==> config.mk <==
export PLATFORM = sky130hd
export DESIGN_NAME = axi_reg_slice
export DESIGN_NICKNAME = d
export VERILOG_FILES = /design/src/rtl/axi_reg_slice_pkg.sv /design/src/rtl/axi_reg_slice_skid.sv /design/src/rtl/axi_reg_slice.sv
export SDC_FILE = /design/constraint.sdc
export NUM_CORES = 1
export LEC_CHECK = 0
export ABC_CLOCK_PERIOD_IN_PS = 1900
export BUFFER_PORTS_ARGS = -buffer_cell sky130_fd_sc_hd__buf_4
export CAP_MARGIN = 20
export CORE_MARGIN = 2
export CORE_UTILIZATION = 40
export CTS_CLUSTER_DIAMETER = 200
export CTS_CLUSTER_SIZE = 20
export DETAILED_ROUTE_END_ITERATION = 16
export PLACE_DENSITY_LB_ADDON = 0.25
export SLEW_MARGIN = 20
export SYNTH_ARGS = -nofsm -noshare
export SYNTH_HDL_FRONTEND = slang
export SYNTH_SLANG_ARGS = --single-unit
==> constraint.sdc <==
create_clock -name clk -period 1.9 [get_ports clk]
set_input_delay 0.38 -clock clk [delete_from_list [all_inputs] [get_ports clk]]
set_output_delay 0.38 -clock clk [all_outputs]
set_load 0.02 [all_outputs]
==> src/rtl/axi_reg_slice_pkg.sv <==
// ============================================================================
// Module      : axi_reg_slice_pkg
// Description : Payload widths and packed per-channel payload structs shared
//               by the AXI4 register slice and its skid buffers.
// Revision    : 1.0 - initial release
// ============================================================================
`default_nettype none

package axi_reg_slice_pkg;

  localparam int AddressWidth = 20;
  localparam int DataWidth    = 64;
  localparam int StrbWidth    = DataWidth / 8;
  localparam int IdWidth      = 8;

  // Address channel payload, shared layout for AW and AR
  typedef struct packed {
    logic [IdWidth-1:0]      id;
    logic [AddressWidth-1:0] addr;
    logic [7:0]              len;
    logic [2:0]              size;
    logic [1:0]              burst;
    logic                    lock;
    logic [3:0]              cache;
    logic [2:0]              prot;
  } ax_chan_t;

  typedef ax_chan_t aw_chan_t;
  typedef ax_chan_t ar_chan_t;

  typedef struct packed {
    logic [DataWidth-1:0] data;
    logic [StrbWidth-1:0] strb;
    logic                 last;
  } w_chan_t;

  typedef struct packed {
    logic [IdWidth-1:0] id;
    logic [1:0]         resp;
  } b_chan_t;

  typedef struct packed {
    logic [IdWidth-1:0]   id;
    logic [DataWidth-1:0] data;
    logic [1:0]           resp;
    logic                 last;
  } r_chan_t;

endpackage

`default_nettype wire

==> src/rtl/axi_reg_slice_skid.sv <==
// ============================================================================
// Module      : axi_skid_buffer
// Description : Two-entry skid buffer (main + skid register). Registered
//               in_ready and out_valid/out_data, full throughput.
// Revision    : 1.0 - initial release
// ============================================================================
`default_nettype none

module axi_skid_buffer #(
  parameter int PayloadWidth = 8
) (
  input  logic                    clk,
  input  logic                    areset_n,
  input  logic                    in_valid,
  output logic                    in_ready,
  input  logic [PayloadWidth-1:0] in_data,
  output logic                    out_valid,
  input  logic                    out_ready,
  output logic [PayloadWidth-1:0] out_data
);

  logic                    r_main_valid;
  logic                    r_skid_valid;
  logic                    r_in_ready;
  logic [PayloadWidth-1:0] r_main_data;
  logic [PayloadWidth-1:0] r_skid_data;

  logic w_in_acc;
  logic w_main_free;
  logic w_skid_valid_nxt;

  assign w_in_acc    = in_valid && r_in_ready;
  // Main may be (re)loaded when it is empty or its beat is leaving this cycle
  assign w_main_free = !r_main_valid || out_ready;

  // Skid fills only when a beat arrives while main is stuck; any free slot in
  // main drains it (in_ready is low whenever skid is full, so no new beat
  // competes with the skid->main move).
  always_comb begin
    w_skid_valid_nxt = r_skid_valid;
    if (w_main_free) begin
      w_skid_valid_nxt = 1'b0;
    end else if (w_in_acc) begin
      w_skid_valid_nxt = 1'b1;
    end
  end

  // Main/skid registers and the registered ready
  always_ff @(posedge clk or negedge areset_n) begin
    if (!areset_n) begin
      r_main_valid <= 1'b0;
      r_skid_valid <= 1'b0;
      r_in_ready   <= 1'b0;
      r_main_data  <= '0;
      r_skid_data  <= '0;
    end else begin
      r_skid_valid <= w_skid_valid_nxt;
      r_in_ready   <= !w_skid_valid_nxt;
      if (w_main_free) begin
        if (r_skid_valid) begin
          r_main_valid <= 1'b1;
          r_main_data  <= r_skid_data;
        end else begin
          r_main_valid <= w_in_acc;
          if (w_in_acc) begin
            r_main_data <= in_data;
          end
        end
      end else if (w_in_acc) begin
        r_skid_data <= in_data;
      end
    end
  end

  assign in_ready  = r_in_ready;
  assign out_valid = r_main_valid;
  assign out_data  = r_main_data;

endmodule

`default_nettype wire

==> src/rtl/axi_reg_slice.sv <==
// ============================================================================
// Module      : axi_reg_slice
// Description : Full-throughput AXI4 register slice. Each of the five
//               channels passes through an independent skid buffer; this
//               level only packs/unpacks channel structs.
// Revision    : 1.0 - initial release
// ============================================================================
`default_nettype none

module axi_reg_slice
  import axi_reg_slice_pkg::*;
(
  input  logic                    clk,
  input  logic                    areset_n,
  // Manager side: write address
  input  logic [IdWidth-1:0]      s_awid,
  input  logic [AddressWidth-1:0] s_awaddr,
  input  logic [7:0]              s_awlen,
  input  logic [2:0]              s_awsize,
  input  logic [1:0]              s_awburst,
  input  logic                    s_awlock,
  input  logic [3:0]              s_awcache,
  input  logic [2:0]              s_awprot,
  input  logic                    s_awvalid,
  output logic                    s_awready,
  // Manager side: write data
  input  logic [DataWidth-1:0]    s_wdata,
  input  logic [StrbWidth-1:0]    s_wstrb,
  input  logic                    s_wlast,
  input  logic                    s_wvalid,
  output logic                    s_wready,
  // Manager side: write response
  output logic [IdWidth-1:0]      s_bid,
  output logic [1:0]              s_bresp,
  output logic                    s_bvalid,
  input  logic                    s_bready,
  // Manager side: read address
  input  logic [IdWidth-1:0]      s_arid,
  input  logic [AddressWidth-1:0] s_araddr,
  input  logic [7:0]              s_arlen,
  input  logic [2:0]              s_arsize,
  input  logic [1:0]              s_arburst,
  input  logic                    s_arlock,
  input  logic [3:0]              s_arcache,
  input  logic [2:0]              s_arprot,
  input  logic                    s_arvalid,
  output logic                    s_arready,
  // Manager side: read data
  output logic [IdWidth-1:0]      s_rid,
  output logic [DataWidth-1:0]    s_rdata,
  output logic [1:0]              s_rresp,
  output logic                    s_rlast,
  output logic                    s_rvalid,
  input  logic                    s_rready,
  // Subordinate side: write address
  output logic [IdWidth-1:0]      m_awid,
  output logic [AddressWidth-1:0] m_awaddr,
  output logic [7:0]              m_awlen,
  output logic [2:0]              m_awsize,
  output logic [1:0]              m_awburst,
  output logic                    m_awlock,
  output logic [3:0]              m_awcache,
  output logic [2:0]              m_awprot,
  output logic                    m_awvalid,
  input  logic                    m_awready,
  // Subordinate side: write data
  output logic [DataWidth-1:0]    m_wdata,
  output logic [StrbWidth-1:0]    m_wstrb,
  output logic                    m_wlast,
  output logic                    m_wvalid,
  input  logic                    m_wready,
  // Subordinate side: write response
  input  logic [IdWidth-1:0]      m_bid,
  input  logic [1:0]              m_bresp,
  input  logic                    m_bvalid,
  output logic                    m_bready,
  // Subordinate side: read address
  output logic [IdWidth-1:0]      m_arid,
  output logic [AddressWidth-1:0] m_araddr,
  output logic [7:0]              m_arlen,
  output logic [2:0]              m_arsize,
  output logic [1:0]              m_arburst,
  output logic                    m_arlock,
  output logic [3:0]              m_arcache,
  output logic [2:0]              m_arprot,
  output logic                    m_arvalid,
  input  logic                    m_arready,
  // Subordinate side: read data
  input  logic [IdWidth-1:0]      m_rid,
  input  logic [DataWidth-1:0]    m_rdata,
  input  logic [1:0]              m_rresp,
  input  logic                    m_rlast,
  input  logic                    m_rvalid,
  output logic                    m_rready
);

  aw_chan_t w_aw_in, w_aw_out;
  w_chan_t  w_w_in,  w_w_out;
  b_chan_t  w_b_in,  w_b_out;
  ar_chan_t w_ar_in, w_ar_out;
  r_chan_t  w_r_in,  w_r_out;

  assign w_aw_in = '{id: s_awid, addr: s_awaddr, len: s_awlen, size: s_awsize,
                     burst: s_awburst, lock: s_awlock, cache: s_awcache, prot: s_awprot};
  assign w_w_in  = '{data: s_wdata, strb: s_wstrb, last: s_wlast};
  assign w_b_in  = '{id: m_bid, resp: m_bresp};
  assign w_ar_in = '{id: s_arid, addr: s_araddr, len: s_arlen, size: s_arsize,
                     burst: s_arburst, lock: s_arlock, cache: s_arcache, prot: s_arprot};
  assign w_r_in  = '{id: m_rid, data: m_rdata, resp: m_rresp, last: m_rlast};

  axi_skid_buffer #(.PayloadWidth($bits(aw_chan_t))) u_aw (
    .clk(clk), .areset_n(areset_n),
    .in_valid(s_awvalid), .in_ready(s_awready), .in_data(w_aw_in),
    .out_valid(m_awvalid), .out_ready(m_awready), .out_data(w_aw_out)
  );

  axi_skid_buffer #(.PayloadWidth($bits(w_chan_t))) u_w (
    .clk(clk), .areset_n(areset_n),
    .in_valid(s_wvalid), .in_ready(s_wready), .in_data(w_w_in),
    .out_valid(m_wvalid), .out_ready(m_wready), .out_data(w_w_out)
  );

  axi_skid_buffer #(.PayloadWidth($bits(b_chan_t))) u_b (
    .clk(clk), .areset_n(areset_n),
    .in_valid(m_bvalid), .in_ready(m_bready), .in_data(w_b_in),
    .out_valid(s_bvalid), .out_ready(s_bready), .out_data(w_b_out)
  );

  axi_skid_buffer #(.PayloadWidth($bits(ar_chan_t))) u_ar (
    .clk(clk), .areset_n(areset_n),
    .in_valid(s_arvalid), .in_ready(s_arready), .in_data(w_ar_in),
    .out_valid(m_arvalid), .out_ready(m_arready), .out_data(w_ar_out)
  );

  axi_skid_buffer #(.PayloadWidth($bits(r_chan_t))) u_r (
    .clk(clk), .areset_n(areset_n),
    .in_valid(m_rvalid), .in_ready(m_rready), .in_data(w_r_in),
    .out_valid(s_rvalid), .out_ready(s_rready), .out_data(w_r_out)
  );

  assign m_awid    = w_aw_out.id;
  assign m_awaddr  = w_aw_out.addr;
  assign m_awlen   = w_aw_out.len;
  assign m_awsize  = w_aw_out.size;
  assign m_awburst = w_aw_out.burst;
  assign m_awlock  = w_aw_out.lock;
  assign m_awcache = w_aw_out.cache;
  assign m_awprot  = w_aw_out.prot;

  assign m_wdata   = w_w_out.data;
  assign m_wstrb   = w_w_out.strb;
  assign m_wlast   = w_w_out.last;

  assign s_bid     = w_b_out.id;
  assign s_bresp   = w_b_out.resp;

  assign m_arid    = w_ar_out.id;
  assign m_araddr  = w_ar_out.addr;
  assign m_arlen   = w_ar_out.len;
  assign m_arsize  = w_ar_out.size;
  assign m_arburst = w_ar_out.burst;
  assign m_arlock  = w_ar_out.lock;
  assign m_arcache = w_ar_out.cache;
  assign m_arprot  = w_ar_out.prot;

  assign s_rid     = w_r_out.id;
  assign s_rdata   = w_r_out.data;
  assign s_rresp   = w_r_out.resp;
  assign s_rlast   = w_r_out.last;

endmodule

`default_nettype wire

; ---- Yosys cells after proc, flatten, opt, wreduce, memory -nomap -nowiden
; Cells that the tools add are included.
[word_totals]
wordCells = 90
input_bits = 268
out_inout_bits = 266
ff_bits = 527
[classes]
n_bitwise = 5
mux = 25
n_reduce_logical = 35
[ops]
columns = cell, n
row1 = $mux 49, 4
row2 = $mux 75, 2
row3 = $mux 73, 2
row4 = $mux 10, 2
row5 = $reduce_and 2->1, 10
row6 = $mux 1, 15
row7 = $logic_not 1->1, 10
row8 = $reduce_bool 2->1, 5
row9 = $logic_and 1x1->1, 5
row10 = $logic_or 1x1->1, 5
row11 = $not 1->1, 5

; ---- Logic depth before layout (Yosys ltp)
[depth]
word_depth = 4
depth_mapped = 6

; ---- Modules after synthesis
; From an unflattened synthesis, not the netlist that was laid out.
[hier_totals]
cells_unflattened = 1414
hier_area_um2 = 23633.9
[by_module_without_submodules]
columns = mod, n_inst, area_each_um2, seq_area_each_um2, cells_per_inst
row1 = axi_skid_buffer (u_ar ...), 2, 4481.8, 2527.4, 272
row2 = axi_skid_buffer (u_r), 1, 6839.1, 3828.7, 410
row3 = axi_skid_buffer (u_w), 1, 6831.6, 3728.6, 398
row4 = axi_skid_buffer (u_b), 1, 999.7, 575.6, 62

; ---- Worst setup path after synthesis
; Ideal clock, no wire load.
[synth_path]
kind = flip-flop to flip-flop
from = reg u_r.r_main_valid, in the netlist u_r.out_valid
to = reg u_r.r_main_data[24], in the netlist u_r.out_data[24]
period_less_slack_ps = 1553
required_time_ps = 1775
setup_slack_ps = 347
path_stages_with_launch = 6
arrival_ps = 1428
setup_time_ps = 125
cell_sequence = dfrtp_1 -> nor2b_2 -> nor2_1 -> buf_4 -> buf_4 -> mux2_2
[synth_between]
elab_chain_cells = 3
[synth_lines]
columns = element, line_no
row1 = "start, declared", axi_reg_slice_skid.sv:22  ; logic r_main_valid;
row2 = "start signal, assigned", axi_reg_slice_skid.sv:64  ; r_main_valid <= w_in_acc;
row3 = $logic_not 1->1, axi_reg_slice_skid.sv:34  ; assign w_main_free = !r_main_valid || out_ready;
row4 = $logic_or 1x1->1, axi_reg_slice_skid.sv:34
row5 = $reduce_and 2->1 (no line), --
row6 = "end signal, assigned", axi_reg_slice_skid.sv:62  ; r_main_data <= r_skid_data;
row7 = "end signal, assigned", axi_reg_slice_skid.sv:66  ; r_main_data <= in_data;
row8 = "end, declared", axi_reg_slice_skid.sv:25  ; logic [PayloadWidth-1:0] r_main_data;
; Every way passes these cells.
; A chain may end at the register's enable or synchronous reset.

; ---- Worst setup path after layout
[layout_path]
from = in m_wready
to = reg u_w.r_skid_data[64]
[layout_between]
elab_chain_cells = 3
[layout_lines]
columns = element, line_no
row1 = "start, declared", axi_reg_slice.sv:71  ; input logic m_wready,
row2 = $logic_or 1x1->1, axi_reg_slice_skid.sv:34
row3 = $not 1->1 (no line), --
row4 = $reduce_and 2->1 (no line), --
row5 = "end signal, assigned", axi_reg_slice_skid.sv:70  ; r_skid_data <= in_data;
row6 = "end, declared", axi_reg_slice_skid.sv:26  ; logic [PayloadWidth-1:0] r_skid_data;
; Every way passes these cells.

==> Implementation_results.wiki <==
{| class="wikitable"
! Metric !! Value
|-
| Unrepaired setup endpoints after global routing || no
|-
| Area growth from synthesis to final layout || 34.9%
|-
| Placeable core area || approximately 58000 sq um
|-
| Min-delay src || m_rdata[43]
|-
| Maximum fanout along the worst path || 17
|-
| Pwr dens || around 1100 nW/um^2
|-
| Number of buffers added by the clock tree synthesis step || 30
|-
| Number of levels in the clock H-tree || 1
|-
| Synthesized area divided by synthesized cell count || roughly 16 sq um
|-
| Detailed-route wire length per cell || about 19 um
|-
| Layout fillers || about 4700
|-
| Vias in the first global route || around 16000
|-
| Fraction of the yosys area taken by sequential cells || between 50% and 60%
|-
| WL final || 55900 um
|-
| Area after DPL || around 28000 sq um
|-
| Maximum root-to-sink buffer count || 3
|-
| Final setup fails || 0
|-
| Global placer's final weighted congestion || between 0.7 and 0.8
|-
| Final-report hold violation count || 0
|-
| Initial antenna violation count || 2
|-
| Post-route standard cell area excluding fillers || ~31000 sq um
|-
| Setup clock skew after layout || roughly 0.018 ns
|-
| Layout Utilization || 54.4%
|-
| Synth Area in XOR/XNOR || 0%
|-
| Share of synthesized cell area in full adder, half adder and majority cells || 0%
|-
| Data arrival time at the worst-slack endpoint || 2.22 ns
|-
| Maximum number of pins on one net before global-route repair || 87
|-
| Total global routing overflow || 0
|-
| Final instance count without filler cells || just under 3000
|-
| Setup crit start kind || input port
|-
| Critical path endpoint category || flip-flop
|-
| Die height || 245 um
|-
| Combinational family with the most area after synthesis || multiplexers
|-
| Top Ports || between 500 and 600
|-
| Clock tree from TritonCTS || yes
|-
| Cell total after placement || ~2700
|-
| Peak supply drop || 0.942 mV
|-
| Fraction of final layout cells with drive strength greater than 1 || a little under two thirds
|-
| Total die area || between 60000 and 70000 sq um
|-
| Startpoint of the lowest-slack register-to-register path || u_w.out_valid
|-
| Total of warnings raised by yosys || 0
|-
| Kind of path behind the tightest hold check || input port to flip-flop
|-
| Result of the run || completed
|-
| Detailed placer's ending HPWL || slightly below 40000 um
|-
| Register bit total from synthesis || 527
|-
| Worst slew slack as a fraction of its limit || between 60% and 70%
|-
| Clock slew at reported path FFs || approximately 0.090 ns
|-
| Setup total negative slack || 0 ns
|-
| Count of input and output buffers || around 530
|-
| Most used cells in the layout excluding fill and tap cells || mux2_2, buf_4, dfrtp_1
|-
| Fmax || a little under 600 MHz
|-
| Period utilisation layout || 91.1%
|-
| Basic-gate share of the synthesized area counting and, or, nand and nor cells || 0.943%
|-
| Compound-gate portion of the synthesized area || less than 1%
|-
| Post-CTS resize count || 0
|-
| Leading cell type in the layout, fill and taps excluded || mux2_2
|-
| Count of antenna-violating nets left after detailed routing || 0
|-
| Critical Path Start || m_wready
|-
| Library cell used as clock root buffer || clkbuf_16
|-
| Static leakage power || 0.0142 uW
|-
| Initial core utilization || ~40%
|-
| Via-to-Cell Ratio || 4.87
|-
| Number of search-and-repair iterations in the first detailed-routing pass || 4
|-
| Fraction of synthesized area in multiplexers || 39.2%
|-
| Global-route wire length before repair || ~88000 um
|-
| Distinct cell type count of the synthesized netlist || 24
|-
| Net count of the mapped netlist || 1682
|-
| Clock period minus final worst setup slack || approximately 1.7 ns
|-
| Max_cap viols || 0
|-
| Insertion delay of the later-clocked pin in the worst-skew pair || around 0.6 ns
|-
| Horizontal die dimension || 245 um
|-
| Gate count of the mapped netlist || around 1400
|-
| Final #Nets || 2445
|-
| Number of core rows || 88
|-
| Number of max-slew violations in the final report || 0
|-
| Drc violations || 0
|-
| Endpoint required time on the critical path || between 2 and 2.5 ns
|-
| Clock sinks || about 530
|-
| DRC violation total after the first TritonRoute iteration || between 300 and 400
|-
| Via Count || 14364
|-
| Summed instance area of the synthesized netlist || around 23000 sq um
|-
| Total global routing track utilization || 18.2%
|-
| Slew @ Worst Pin || between 0.4 and 0.5 ns
|-
| Critical Setup Path Class || input port to flip-flop
|}
==> Yosys cell counts, drive strengths merged <==
| cell | instances | area share, % |
|---|---|---|
| mux2 | 768 | 39 |
| dfrtp | 527 | 57 |
| buf | 78 | 2.8 |
| nand2b | 10 | 0.27 |
| a21oi | 5 | 0.24 |
| inv | 5 | 0.081 |
| nand2 | 5 | 0.081 |
| nand3 | 5 | 0.23 |
| nor2 | 5 | 0.15 |
| nor2b | 4 | 0.18 |
| and2b | 1 | 0.038 |
| clkbuf | 1 | 0.016 |
==> report_power, final <==
part / internal (uW) / switching (uW)
clock: 2930 / 3650
combinational: 7010 / 5760
sequential: 14600 / 1840
==> worst max-delay path: stages <==
cell and delay, ns:
dlygate4sd3_1 0.54, buf_4 0.14, and2b_2 0.27, nand3_4 0.28, buf_12 0.28, mux2_4 0.31
==> per-layer routing <==
metal | global-route usage [%] | vias to the layer above | wire length, um
met1 | 22.6 | 7373 | 22900
met3 | 3.58 | 90 | 2700
met2 | 31.8 | 344 | 28200
li1 | - | 6557 | -
met5 | 0 | - | 0
met4 | 6.26 | 0 | 2100
==> worst paths after layout <==
check / end / slack, ns / cells past startpoint
worst max-delay path: u_w.r_skid_data[64] / 0.17 / 6
worst min-delay path: u_r.r_skid_data[46] / 0.03 / 2
worst max register to register: u_w.r_skid_data[64] / 0.29 / 4
worst min register to register: u_r.r_skid_data[25] / 0.49 / 1
max in group asynchronous: u_ar.out_data[41] / 0.78 / 3
min in group asynchronous: u_w.out_data[18] / 0.28 / 2
==> timing repair <==
action / in CTS / in global routing
setup buffers: 0 / 0
hold buffers: 228 / 3
endpoints found under the hold margin: 248 / 3
==> state kept, by name (all words and copies together), names as in the netlist, 10 cells and up <==
name and count:
u_b.out_data 10, u_aw.out_data 49, u_b.r_skid_data 10, u_ar.out_data 49, u_r.r_skid_data 75, u_w.out_data 73
u_r.out_data 75, u_w.r_skid_data 73, u_ar.r_skid_data 49, u_aw.r_skid_data 49
==> logic make-up (layout without fill, tap and decap cells) <==
| logic type | count (synthesis) | after routing |
|---|---|---|
| AO/OA/AOI/OAI | 5 | 5 |
| buffers and inverters | 84 | 851 |
| flip-flops | 527 | 527 |
| multiplexers | 768 | 768 |
| other | 0 | 2 |
| AND/OR/NAND/NOR | 30 | 30 |
==> cell type report <==
type | instances | area, sq um | area share, %
Clock buffer | 35 | 791 | 2.52
Timing Repair Buffer | 810 | 6950 | 22.2
Sequential cell | 527 | 13200 | 42.1
Inverter | 5 | 18.8 | 0.0599
Clock inverter | 1 | 16.3 | 0.0519
Antenna cell | 2 | 5.00 | 0.0160
Tap cell | 765 | 957 | 3.05
Multi-Input combinational cell | 803 | 9400 | 30.0
==> per-stage QoR <==
stage	hold slack (ns)	setup WS (ns)	total power, uW
2_1_floorplan	0.0844	0.347	23700
3_3_place_gp	0.320	0.125	28800
3_5_place_dp	0.320	0.114	29200
4_1_cts	0.00000594	0.207	36300
5_1_grt	0.000445	0.150	37700
6_report	0.0349	0.168	35800
Power figures use the tool's default switching activity.
